## src/rtl/msg_ram_pkg.sv

```systemverilog
// -----------------------------------------------------------------------------
// msg_ram_pkg
// Shared constants and types for the message RAM controller slice.
//   MSG_WIDTH  : width of one message word
//   MEM_HEIGHT : depth of the message RAM in words
//   ADDR       : RAM address width, clog2(MEM_HEIGHT)
//   STALL_W    : width of the saturating producer-stall counter
//   msg_t / addr_t / cnt_t : message, address and occupancy types
//   grant_e    : identifies which producer won the last accepted write
// -----------------------------------------------------------------------------
package msg_ram_pkg;

    localparam int MSG_WIDTH  = 8;
    localparam int MEM_HEIGHT = 8;
    localparam int ADDR       = $clog2(MEM_HEIGHT);
    localparam int STALL_W    = 16;

    typedef logic [MSG_WIDTH-1:0] msg_t;
    typedef logic [ADDR-1:0]      addr_t;
    typedef logic [ADDR:0]        cnt_t;

    typedef enum logic {
        GRANT_S0 = 1'b0,
        GRANT_S1 = 1'b1
    } grant_e;

endpackage

```

## src/rtl/rr_arb2.sv

```systemverilog
// -----------------------------------------------------------------------------
// rr_arb2
// Two-requester round-robin arbiter. Grants are combinational from the
// registered last_grant; last_grant only moves when a grant is accepted.
//   clk, rst     : clock, synchronous active-high reset
//   req0, req1   : requests from producer 0 / producer 1
//   block        : suppresses all grants (buffer full)
//   accept       : the current grant was consumed this cycle
//   gnt0, gnt1   : one-hot grant (or none)
// -----------------------------------------------------------------------------
module rr_arb2
    import msg_ram_pkg::*;
(
    input  logic clk,
    input  logic rst,
    input  logic req0,
    input  logic req1,
    input  logic block,
    input  logic accept,
    output logic gnt0,
    output logic gnt1
);

    grant_e last_grant;

    // Grant decode: a lone requester always wins; on contention the
    // requester that did not win last time gets the slot.
    always_comb begin
        gnt0 = 1'b0;
        gnt1 = 1'b0;
        if (!block) begin
            if (req0 && req1) begin
                if (last_grant == GRANT_S1) begin
                    gnt0 = 1'b1;
                end else begin
                    gnt1 = 1'b1;
                end
            end else if (req0) begin
                gnt0 = 1'b1;
            end else if (req1) begin
                gnt1 = 1'b1;
            end
        end
    end

    // Reset to GRANT_S1 so producer 0 wins the very first contention.
    always_ff @(posedge clk) begin
        if (rst) begin
            last_grant <= GRANT_S1;
        end else if (accept && (gnt0 || gnt1)) begin
            last_grant <= gnt1 ? GRANT_S1 : GRANT_S0;
        end
    end

endmodule

```

## src/rtl/msg_ram_ctrl.sv

```systemverilog
// -----------------------------------------------------------------------------
// msg_ram_ctrl
// Runs one MEM_HEIGHT-deep message RAM as a circular FIFO shared by two
// producers (round-robin, one write per cycle) and one consumer.
//   clk, rst                 : clock, synchronous active-high reset
//   s0_valid/s0_data/s0_ready: producer 0 handshake (ready = accepted now)
//   s1_valid/s1_data/s1_ready: producer 1 handshake
//   rd_req                   : consumer pops the next message
//   rd_valid/rd_data         : popped message, one cycle after the pop
//   rd_underflow             : registered pulse for a pop while empty
//   ram_we/waddr/wdata       : RAM write port
//   ram_re/raddr/rdata       : RAM read port, rdata valid 1 clk after re
//   count/full/empty         : registered occupancy and its decodes
//   stall_cnt                : saturating count of full-blocked cycles
// -----------------------------------------------------------------------------
module msg_ram_ctrl #(
    parameter int MSG_WIDTH  = msg_ram_pkg::MSG_WIDTH,
    parameter int MEM_HEIGHT = msg_ram_pkg::MEM_HEIGHT,
    parameter int ADDR       = msg_ram_pkg::ADDR,
    parameter int STALL_W    = msg_ram_pkg::STALL_W
) (
    input  logic                 clk,
    input  logic                 rst,
    input  logic                 s0_valid,
    input  logic [MSG_WIDTH-1:0] s0_data,
    output logic                 s0_ready,
    input  logic                 s1_valid,
    input  logic [MSG_WIDTH-1:0] s1_data,
    output logic                 s1_ready,
    input  logic                 rd_req,
    output logic                 rd_valid,
    output logic [MSG_WIDTH-1:0] rd_data,
    output logic                 rd_underflow,
    output logic                 ram_we,
    output logic [ADDR-1:0]      ram_waddr,
    output logic [MSG_WIDTH-1:0] ram_wdata,
    output logic                 ram_re,
    output logic [ADDR-1:0]      ram_raddr,
    input  logic [MSG_WIDTH-1:0] ram_rdata,
    output logic [ADDR:0]        count,
    output logic                 full,
    output logic                 empty,
    output logic [STALL_W-1:0]   stall_cnt
);

    localparam logic [ADDR:0]   FULL_COUNT = (ADDR+1)'(MEM_HEIGHT);
    localparam logic [ADDR-1:0] LAST_ADDR  = ADDR'(MEM_HEIGHT-1);

    logic [ADDR-1:0] wr_ptr;
    logic [ADDR-1:0] rd_ptr;
    logic            gnt0;
    logic            gnt1;
    logic            wr_en;
    logic            rd_en;

    assign full  = (count == FULL_COUNT);
    assign empty = (count == '0);

    rr_arb2 u_arb (
        .clk    (clk),
        .rst    (rst),
        .req0   (s0_valid),
        .req1   (s1_valid),
        .block  (full),
        .accept (wr_en),
        .gnt0   (gnt0),
        .gnt1   (gnt1)
    );

    // A grant is an accepted write; a pop needs at least one stored word.
    // Both use start-of-cycle state, so at full a pop wins and the write
    // waits one cycle, and at empty the write lands but the pop underflows.
    assign wr_en    = gnt0 | gnt1;
    assign rd_en    = rd_req & ~empty;
    assign s0_ready = gnt0;
    assign s1_ready = gnt1;

    assign ram_we    = wr_en;
    assign ram_waddr = wr_ptr;
    assign ram_re    = rd_en;
    assign ram_raddr = rd_ptr;
    assign rd_data   = ram_rdata;

    // Write data mux; idle cycles drive zero rather than stale data.
    always_comb begin
        ram_wdata = '0;
        if (gnt0) begin
            ram_wdata = s0_data;
        end else if (gnt1) begin
            ram_wdata = s1_data;
        end
    end

    // Pointers, occupancy, read-valid pipeline and stall counter.
    // rd_valid mirrors the RAM's one-cycle read latency; reset drops any
    // read issued in the reset cycle.
    always_ff @(posedge clk) begin
        if (rst) begin
            wr_ptr       <= '0;
            rd_ptr       <= '0;
            count        <= '0;
            rd_valid     <= 1'b0;
            rd_underflow <= 1'b0;
            stall_cnt    <= '0;
        end else begin
            if (wr_en) begin
                wr_ptr <= (wr_ptr == LAST_ADDR) ? '0 : wr_ptr + 1'b1;
            end
            if (rd_en) begin
                rd_ptr <= (rd_ptr == LAST_ADDR) ? '0 : rd_ptr + 1'b1;
            end
            case ({wr_en, rd_en})
                2'b10:   count <= count + 1'b1;
                2'b01:   count <= count - 1'b1;
                default: count <= count;
            endcase
            rd_valid     <= rd_en;
            rd_underflow <= rd_req & empty;
            if ((s0_valid || s1_valid) && full && (stall_cnt != {STALL_W{1'b1}})) begin
                stall_cnt <= stall_cnt + 1'b1;
            end
        end
    end

endmodule

```

## config.mk

```make
export PLATFORM = sky130hd
export DESIGN_NAME = msg_ram_ctrl
export DESIGN_NICKNAME = d
export VERILOG_FILES = /design/src/rtl/msg_ram_pkg.sv /design/src/rtl/rr_arb2.sv /design/src/rtl/msg_ram_ctrl.sv
export SDC_FILE = /design/constraint.sdc
export NUM_CORES = 1
export LEC_CHECK = 0
export CAP_MARGIN = 20
export CORE_MARGIN = 8
export CORE_UTILIZATION = 41
export DETAILED_ROUTE_END_ITERATION = 12
export PLACE_DENSITY = 0.8
export SYNTH_ARGS = -nofsm -noshare
export SYNTH_HDL_FRONTEND = slang
export SYNTH_SLANG_ARGS = --single-unit
export TNS_END_PERCENT = 50
```

## constraint.sdc

```tcl
create_clock -name clk -period 3.4 [get_ports clk]
set_input_delay 0.51 -clock clk [delete_from_list [all_inputs] [get_ports clk]]
set_output_delay 0.51 -clock clk [all_outputs]
set_load 0.03 [all_outputs]
```

==> results.yml <==
status:
  status: "finished clean"
sta:
  tightestPinTransition_ps: 878.0
  setup_viol: 0
  timing.final.crit_share_pct: 88.11
  period_needed_ps: 2996
  max_slew_margin_pct: 41.29
  clock.fmax_ghz: 0.3338
  rsz0062_at_grt: "no"
  setup_ws_ps: 404.2
  skew_ps: 7.086
  setup-tns-final_ps: 0
  hold_viol: 0
  maxSlewViolCount: 0
worst_setup_path:
  worstReg2RegStart: "count[1]$_SDFFE_PP0P_"
  start_kind: "flop"
  critPathKind: "flop to primary output"
  cp_data_arrival_time_ps: 2490
  reg2regPathDepth: 12
  rr_endpoint: "count[2]$_SDFFE_PP0P_"
  end_kind: "primary output"
  required_ps: 2890
  r2r_setup_slack_ps: 610
  crit_fanout: 9
clocking:
  clk_latency_ps: 280
  root_buffer: "clkbuf_8"
  cts_sinks: 29
  cts_hold_buf: 0
  cts_buffers: 5
  htreeDepth: 2
  cts-resized-gates: 0
  clockBufferDepth: 2
  path_clk_slew_ps: 60
  cts_setup_buffers: 0
  cts_tree: "done"
min_path:
  hp-start: "ram_raddr[2]$_SDFFE_PP0P_"
  min_path_cells: 2
  holdPathEnd: "ram_raddr[2]$_SDFFE_PP0P_"
  min_path_type: "flop to flop"
pwr:
  p_total_uw: 1207
  seq_power_share_pct: 34.6
  leakage_uw: 0.0008939
  intPower_uw: 756.2
  peakVddDrop_mv: 0.2208
  switching_power_uw: 450.6
  combPwrFrac_pct: 41.8
  p_per_area_mw_per_mm2: 507.1
  switching_share_pct: 37.34
  p_clk_share_pct: 23.6
global_route:
  grt_use_total_pct: 14.63
  met2_usage_pct: 24.04
  grt_pass1_wl_um: 7410
  grt_pass1_vias: 1663
  grt_util_met1_pct: 14.13
  grt.busiest_layer: "met2"
  grt_overflow_total: 0
  grt_use_met3_pct: 9.234
  grt_start_max_net_pins: 24
  antenna_found_initial: 0
cells_and_area:
  nNetsFinal: 293
  final-instance-count-excl-fill: 306
  area_delta_synth_final_pct: 42.90
  layout-drive-gt1-share_pct: 7.031
  finalInstanceArea_mm2: 0.002380
  fillers: 374
  num_antenna_cells: 0
synth:
  yosysMostFrequentCell: "dfxtp_1"
  synth_top_family_by_area: "simple AND/OR/NAND/NOR gates"
  syn_area_mm2: 0.001665
  synthMuxAreaShare_pct: 4.508
  netlist_top_cells_count: "dfxtp_1 (29), a21oi_1 (17), nor2_1 (17)"
  synth-seq-area-share_pct: 34.86
  yosys.area.top_type: "dfxtp_1"
  synthTopCellsByArea: "dfxtp_1 (35%), ha_1 (6.0%), a21oi_1 (5.1%)"
  ys_seq_elements: 29
  synth-edff-count: 0
  synth_adder_area_share_pct: 6.011
  synth_compound_area_share_pct: 20.44
  ys_warn_count: 0
  synth-xor-area-share_pct: 1.578
  synth_top_flop_cell: "dfxtp_1"
  syn-num-nets: 234
  ys_async_sr_fraction_pct: 0
  avgSynthCellArea_um2: 8.454
  yosysTopAreaCellShare_pct: 34.86
  synth_cell_types: 42
  syn-instance-count: 197
  synthSimpleGateAreaFrac_pct: 24.79
placement:
  place_ws_ps: 520.7
  dp_cells: 299
  gp_congestion: 0.8713
  port_buffers: 62
  hpwlAfterDp_um: 3479
  post_dp_cell_area_mm2: 0.002293
route:
  vias_per_cell: 5.598
  routed_wl_um: 4548
  drcViolationCount: 0
  ant_nets: 0
  drtIter0Drc: 54
  dr.pass1.iters: 4
  num_vias: 1713
  wl_per_cell_um: 14.86
floorplanning:
  die_area_mm2: 0.006357
  die_h_um: 79.73
  ios: 79
  row_count: 23
  start_util_pct: 42.24
  core_area_mm2: 0.003943
  die_w_um: 79.73
flow_run:
  maxCapViolCount: 0
[layout make-up]
cell class                 count  area (µm²)  share of cell area (%)
multi-input combinational    144       954.7                   40.12
timing repair buffer          68       665.6                   27.97
sequential                    29       580.6                   24.40
clock buffer                   7       86.33                   3.628
tap                           50       62.56                   2.629
inverter                       8       30.03                   1.262
[flip-flops by register name, summed over array words and instances, names as in the netlist]
register and flops:
stall_cnt 16, count 4, ram_raddr 3, ram_waddr 3
rd_underflow 1, rd_valid 1, u_arb.last_grant 1
[metal layers]
metal | up-vias | routed length (µm) | share of wire (%)
met3 | 8 | 611 | 13
met4 | 0 | 63 | 1.4
li1 | 847 | - | -
met2 | 67 | 2071 | 46
met5 | - | 0 | 0
met1 | 791 | 1801 | 40
[power groups by stage]
stage | sequential (µW) | clock, µW | combinational (µW)
floorplan | 478 | 0 | 267
finish | 417 | 285 | 504
CTS | 418 | 295 | 511
global placement | 420 | 0 | 504
detailed placement | 425 | 0 | 509
global route | 425 | 312 | 541
[critical path: stages (launching register included)]
cell	delay, ps
dfxtp_1	390
or4b_1	650
nand2_1	140
a21oi_1	50
buf_4	160
a22o_1	220
clkdlybuf4s50_1	600
[cells in the final DEF, fill, tap and decap left out, types with 5 or more instances in the layout]
cell type and count:
clkbuf_8 6, a21oi_1 17, clkdlybuf4s50_1 62, nand2_1 12, or4_1 9, inv_1 8, dfxtp_1 29, buf_4 6
o21ai_0 5, o31ai_1 7, ha_1 8, a22o_1 8, nor2_1 17, nand3_1 10
[per-stage QoR]
step                hold slack [ps]  utilization (%)
global placement              468.3            58.17
finish                        478.1            60.36
detailed placement            473.4            58.17
CTS                           481.3            60.36
floorplan                     482.5                -
global route                  510.2            60.36
[how the worst max path moves through the flow]
stage | startpoint | to | slack (ps)
finish | count[1]$_SDFFE_PP0P_ | ram_wdata[5] | 400
global route | count[1]$_SDFFE_PP0P_ | ram_wdata[3] | 290
CTS | count[1]$_SDFFE_PP0P_ | ram_wdata[3] | 380
detailed placement | s0_valid | count[2]$_SDFFE_PP0P_ | 520
global placement | s0_valid | count[2]$_SDFFE_PP0P_ | 620
floorplan | count[1]$_SDFFE_PP0P_ | count[2]$_SDFFE_PP0P_ | 250
[cells by family after synthesis]
logic type      Yosys count
compound gates           51
xor+xnor                  3
fa+ha+maj                 8
buf+inv                  24
flops                    29
mux                       7
simple gates             75
No activity file was read; power rests on OpenSTA's default activity.
